--- config.mk ---
export PLATFORM = sky130hd
export DESIGN_NAME = syst_fir_chain
export DESIGN_NICKNAME = d
export VERILOG_FILES = /design/src/rtl/syst_fir_chain.sv
export SDC_FILE = /design/constraint.sdc
export NUM_CORES = 2
export LEC_CHECK = 0
export ABC_AREA = 1
export CORE_MARGIN = 2
export CORE_UTILIZATION = 45
export DETAILED_ROUTE_END_ITERATION = 8
export GPL_TIMING_DRIVEN = 0
export HOLD_SLACK_MARGIN = 0.05
export PLACE_DENSITY_LB_ADDON = 0.05
export SLEW_MARGIN = 20
export SYNTH_ARGS = -nofsm -noshare
export SYNTH_HDL_FRONTEND = slang
export SYNTH_SLANG_ARGS = --single-unit
--- constraint.sdc ---
create_clock -name clk -period 5.55 [get_ports clk]
set_clock_uncertainty 0.2 [all_clocks]
set_input_delay 0.555 -clock clk [delete_from_list [all_inputs] [get_ports clk]]
set_output_delay 0.555 -clock clk [all_outputs]
set_load 0.005 [all_outputs]
--- src/rtl/syst_fir_chain.sv ---
// N-tap systolic MAC chain: y[n] = sum w[k]*x[n-k] with serially loaded coefficients,
// sample back-pressure, round-half-up shift and output saturation.
module syst_fir_chain #(
  parameter int N_TAPS    = 4,
  parameter int X_WIDTH   = 16,
  parameter int W_WIDTH   = 16,
  parameter int OUT_WIDTH = 16,
  parameter int SHIFT     = 0
) (
  input  logic                        clk,
  input  logic                        rstn,
  input  logic                        enable,
  input  logic                        w_load_i,
  input  logic signed [W_WIDTH-1:0]   w_i,
  input  logic signed [X_WIDTH-1:0]   x_i,
  input  logic                        x_valid_i,
  output logic                        x_ready_o,
  output logic signed [OUT_WIDTH-1:0] y_o,
  output logic                        y_valid_o,
  output logic                        sat_o,
  output logic                        coef_ok_o
);

  localparam int PW        = X_WIDTH + W_WIDTH;
  localparam int ACC_WIDTH = PW + $clog2(N_TAPS);
  localparam int RW        = ACC_WIDTH + 1;
  localparam int CW        = $clog2(N_TAPS + 1);
  localparam longint OMAX_L = (longint'(1) <<< (OUT_WIDTH - 1)) - 1;
  localparam logic signed [RW-1:0] OMAX = RW'(OMAX_L);
  localparam logic signed [RW-1:0] OMIN = RW'(-OMAX_L - 1);

  typedef enum logic [1:0] {EMPTY, LOAD, RUN} state_t;

  state_t          state_q, state_d;
  logic [CW-1:0]   cnt_q, cnt_d;
  logic            coef_ok_q, coef_ok_d;
  logic            shift_w, flush, accept;
  logic [1:0]      vld_q;
  logic            y_valid_q, sat_q, sat_d;
  logic signed [OUT_WIDTH-1:0] y_q, y_d;
  logic signed [PW-1:0]        prod_out [N_TAPS];
  logic signed [RW-1:0]        sum_d, r_d;

  always_comb begin
    state_d   = state_q;
    cnt_d     = cnt_q;
    coef_ok_d = coef_ok_q;
    shift_w   = 1'b0;
    flush     = 1'b0;
    case (state_q)
      EMPTY: if (w_load_i) begin
        state_d = LOAD;
        cnt_d   = CW'(1);
        shift_w = 1'b1;
      end
      LOAD: if (w_load_i) begin
        shift_w = 1'b1;
        if (cnt_q == CW'(N_TAPS - 1)) begin
          state_d   = RUN;
          cnt_d     = CW'(N_TAPS);
          coef_ok_d = 1'b1;
        end else begin
          cnt_d = cnt_q + CW'(1);
        end
      end
      RUN: if (w_load_i) begin
        // Reload restarts the coefficient set and drops everything in flight.
        state_d   = LOAD;
        cnt_d     = CW'(1);
        coef_ok_d = 1'b0;
        shift_w   = 1'b1;
        flush     = 1'b1;
      end
      default: state_d = EMPTY;
    endcase
  end

  assign x_ready_o = enable & ~w_load_i & (state_q == RUN);
  assign accept    = x_ready_o & x_valid_i;

  genvar gi;
  generate
    for (gi = 0; gi < N_TAPS; gi++) begin : g_pe
      logic signed [W_WIDTH-1:0] w_q, w_in;
      logic signed [X_WIDTH-1:0] x_q, x_in;
      logic signed [PW-1:0]      prod_q;

      if (gi == 0) begin : g_head
        assign w_in = w_i;
        assign x_in = x_i;
      end else begin : g_link
        assign w_in = g_pe[gi-1].w_q;
        assign x_in = g_pe[gi-1].x_q;
      end

      always_ff @(posedge clk) begin
        if (!rstn) begin
          w_q    <= '0;
          x_q    <= '0;
          prod_q <= '0;
        end else if (enable) begin
          if (shift_w) w_q <= w_in;
          if (flush) x_q <= '0;
          else if (accept) x_q <= x_in;
          prod_q <= PW'(w_q) * PW'(x_q);
        end
      end

      assign prod_out[gi] = prod_q;
    end
  endgenerate

  always_comb begin
    sum_d = '0;
    for (int k = 0; k < N_TAPS; k++) sum_d = sum_d + RW'(prod_out[k]);
  end

  generate
    if (SHIFT > 0) begin : g_round
      localparam logic signed [RW-1:0] HALF = RW'(1) <<< (SHIFT - 1);
      assign r_d = (sum_d + HALF) >>> SHIFT;
    end else begin : g_noround
      assign r_d = sum_d;
    end
  endgenerate

  always_comb begin
    y_d   = r_d[OUT_WIDTH-1:0];
    sat_d = 1'b0;
    if (r_d > OMAX) begin
      y_d   = OMAX[OUT_WIDTH-1:0];
      sat_d = 1'b1;
    end else if (r_d < OMIN) begin
      y_d   = OMIN[OUT_WIDTH-1:0];
      sat_d = 1'b1;
    end
  end

  always_ff @(posedge clk) begin
    if (!rstn) begin
      state_q   <= EMPTY;
      cnt_q     <= '0;
      coef_ok_q <= 1'b0;
      vld_q     <= '0;
      y_valid_q <= 1'b0;
      y_q       <= '0;
      sat_q     <= 1'b0;
    end else if (enable) begin
      state_q   <= state_d;
      cnt_q     <= cnt_d;
      coef_ok_q <= coef_ok_d;
      if (flush) begin
        vld_q     <= '0;
        y_valid_q <= 1'b0;
      end else begin
        vld_q     <= {vld_q[0], accept};
        y_valid_q <= vld_q[1];
        if (vld_q[1]) begin
          y_q   <= y_d;
          sat_q <= sat_d;
        end
      end
    end
  end

  assign y_o       = y_q;
  assign y_valid_o = y_valid_q;
  assign sat_o     = sat_q;
  assign coef_ok_o = coef_ok_q;

endmodule

==> insert_results.sql <==
INSERT INTO impl_metrics (metric_group, metric, value, unit) VALUES
('timing', 'worst_pin_slew', '1190', 'ps'),
('timing', 'setup_slack', '-740', 'ps'),
('global_routing', 'grt_remaining_overflow', '0', ''),
('hold_path', 'worst_hold_startpoint', 'vld_q[0]', ''),
('job', 'drv_cap', '0', ''),
('synth', 'post_synth_num_cell_types', '42', ''),
('status', 'status', 'finished with violations', ''),
('worst_setup_path', 'crit-reg2reg-capture', 'g_pe[2].prod_q[25]', ''),
('floorplan', 'ioPinCount', '57', ''),
('synth', 'ys_warns', '0', ''),
('worst_setup_path', 'worst_r2r_startpoint', 'g_pe[2].x_q[8]', ''),
('layout', 'finalInstanceArea', '0.0699', 'sq mm'),
('timing', 'timing_hold_violations_final', '0', ''),
('floorplan', 'die_x', '354', 'microns'),
('hold_path', 'whs_endpoint', 'vld_q[1]', ''),
('clocking', 'clk_pin_slew', '70', 'ps'),
('clocking', 'tritoncts', 'done', ''),
('timing', 'final_total_negative_setup_slack', '-24870', 'ps'),
('clocking', 'cts-htree-levels', '2', ''),
('clocking', 'cts_buffer_depth', '3', ''),
('worst_setup_path', 'crit_path_max_fanout', '3', ''),
('detailed_routing', 'detail_route.iter0.violations', '3347', ''),
('synth', 'synth_area_per_cell', '7.67', 'sq um'),
('detailed_routing', 'drt_pre_antenna_iters', '5', ''),
('synth', 'synth-seq-cells', '282', ''),
('layout', 'filler_cell_count', '11300', ''),
('pwr', 'cellPowerDensity', '89.8', 'mW/mm^2'),
('hold_path', 'worst_hold_depth', '2', ''),
('global_routing', 'grt_max_degree', '14', ''),
('pwr', 'irDropWorstVdd', '0.000178', 'V'),
('layout', 'area_taken_by_multi_input_logic_gates', '0.0443', 'sq mm'),
('floorplan', 'dieArea', '0.125', 'sq mm'),
('detailed_routing', 'drt-wirelength-per-cell', '20.5', 'microns'),
('synth', 'synth_top_area_cell', 'sky130_fd_sc_hd__fa_1', ''),
('worst_setup_path', 'timing.critical_path.buf_inv', '9', ''),
('clocking', 'cts.hold.buffers_added', '0', ''),
('floorplan', 'fp.dieH', '354', 'microns'),
('timing', 'slew_headroom', '0.208', ''),
('place', 'gpl.final_weighted_congestion', '0.924', ''),
('global_routing', 'first_global_vias', '47400', ''),
('timing', 'holdWs', '269', 'ps'),
('hold_path', 'timing.hold.worst.class', 'flop to flop', ''),
('global_routing', 'gr-usage-all-layers', '0.304', ''),
('worst_setup_path', 'critical_path_arrival', '6530', 'ps'),
('timing', 'setup_viol_count_final', '67', ''),
('detailed_routing', 'num_vias', '46300', ''),
('synth', 'synth_largest_type_area_fraction', '0.404', ''),
('worst_setup_path', 'timing.critical_path.from', 'g_pe[2].x_q[8]', ''),
('detailed_routing', 'drt_wl_total', '191', 'mm'),
('layout', 'drive_gt1_frac', '0.211', ''),
('detailed_routing', 'detail_route.vias_per_cell', '4.96', ''),
('worst_setup_path', 'critical_setup_path_class', 'flop to flop', ''),
('layout', 'final_net_count', '9195', ''),
('place', 'post_dp_cell_area', '0.0586', 'sq mm'),
('pwr', 'leakage_power_total', '0.0393', 'uW'),
('timing', 'maxSlewViolCount', '0', ''),
('timing', 'period_needed', '6290', 'ps'),
('worst_setup_path', 'worstSetupEndpointType', 'flop', ''),
('worst_setup_path', 'timing.critical_path.slowest_stage_cell', 'sky130_fd_sc_hd__fa_2', ''),
('synth', 'number_of_instances_in_the_synthesized_netlist', '7194', ''),
('worst_setup_path', 'startpoint_type', 'flop', ''),
('timing', 'grt_setup_unrepaired', 'yes', ''),
('clocking', 'clock-root-buffer', 'sky130_fd_sc_hd__clkbuf_16', ''),
('status', 'violations', 'negative setup slack', ''),
('worst_setup_path', 'critPathRequiredTime', '5790', 'ps'),
('synth', 'ys_seq_area_frac', '0.102', ''),
('worst_setup_path', 'timing.critical_path.slowest_cell_delay', '560', 'ps'),
('timing', 'max_clock_freq', '0.159', 'GHz'),
('synth', 'syn-cell-area', '0.0552', 'sq mm'),
('clocking', 'clock_latency', '590', 'ps'),
('clocking', 'cts_buffers', '35', '');
==> through the flow <==
step	std cells	power (uW)	utilization
floorplan	7194	3030	-
CTS	9158	6230	0.547
detailed placement	8873	3570	0.482
global placement	8873	3560	0.482
global route	9331	6510	0.575
finish	9333	6280	0.575
==> repair_timing <==
item | in CTS | in global routing
cloned | 3 | 5
resized for setup | 1102 | 650
setup buffers | 257 | 194
setup endpoints to repair | 94 | 83
pin swaps | 239 | 374
==> how the worst max path moves through the flow <==
stage,endpoint,slack (ps)
global route,g_pe[2].prod_q[28],-900
detailed placement,g_pe[1].prod_q[31],-1860
CTS,g_pe[2].prod_q[25],-770
finish,g_pe[2].prod_q[25],-740
floorplan,g_pe[1].prod_q[29],-50
global placement,g_pe[1].prod_q[31],-1830
==> tightest hold or removal path: stages (launching register included) <==
cell,delay [ps]
sky130_fd_sc_hd__dfxtp_1,320
sky130_fd_sc_hd__nand2_1,60
sky130_fd_sc_hd__a21oi_1,50
==> per-layer routing <==
layer	vias to the layer above	wire (microns)	global-route usage
met2	1228	93500	0.521
met1	23200	79900	0.400
met5	-	13	0
met4	2	7970	0.109
met3	300	9580	0.0306
li1	21600	-	-
==> cell usage after synthesis, drive strengths merged <==
library cell	number
fa	1113
o211ai	10
nor3	31
a21o	21
buf	49
a211oi	6
nand3	78
a31oi	7
nor2	369
clkinv	2
xnor2	83
dfxtp	282
o2111ai	2
o221ai	3
a22oi	1
a21boi	6
o21a	10
xor2	58
nor4	3
a41oi	1
clkbuf	294
o21bai	16
nand3b	8
or2	19
nand2	1554
o21ai	272
ha	364
a21oi	359
o31ai	5
a31o	7
inv	2133
nand4	25
and2	3
==> power by group <==
part	total [uW]	internal [uW]	switching [uW]
logic	1620	600	1020
clock network	2480	1460	1020
registers	2180	2090	83.3
==> cell usage in the layout, fill, tap and decap left out, types with 102 or more instances in the layout <==
cell / n
sky130_fd_sc_hd__inv_1: 1966
sky130_fd_sc_hd__nand2_1: 1416
sky130_fd_sc_hd__fa_1: 1029
sky130_fd_sc_hd__buf_4: 331
sky130_fd_sc_hd__nor2_1: 313
sky130_fd_sc_hd__ha_1: 281
sky130_fd_sc_hd__a21oi_1: 245
sky130_fd_sc_hd__dfxtp_1: 196
sky130_fd_sc_hd__o21ai_0: 157
sky130_fd_sc_hd__inv_2: 156
sky130_fd_sc_hd__clkbuf_16: 107
sky130_fd_sc_hd__buf_6: 102
==> registers in the layout (all words and copies together) (netlist names) <==
| signal | flops |
|---|---|
| sat_o | 1 |
| y_o | 16 |
| vld_q | 2 |
| g_pe.w_q | 64 |
| y_valid_o | 1 |
| g_pe.x_q | 64 |
| g_pe.prod_q | 128 |
| coef_ok_o | 1 |
| state_q | 2 |
| cnt_q | 3 |
==> cell families (layout without fill, tap and decap cells) <==
group           after synthesis  count (layout)  synth area share
buf+inv                    2478            2990             0.169
other cells                   0               2                 0
flops                       282             282             0.102
xor+xnor                    141             141            0.0224
compound gates              726             726            0.0704
simple gates               2090            2090             0.150
fa+ha+maj                  1477            1477             0.486
==> layout make-up <==
type	count	share of cell area
Multi-Input combinational cell	4434	0.634
Inverter	2135	0.115
Sequential cell	282	0.0839
Timing Repair Buffer	502	0.0668
Buffer	291	0.0536
Tap cell	1625	0.0291
Clock buffer	47	0.0142
Clock inverter	15	0.00329
Antenna cell	2	0.0000716
(Power assumes the default switching activity.)
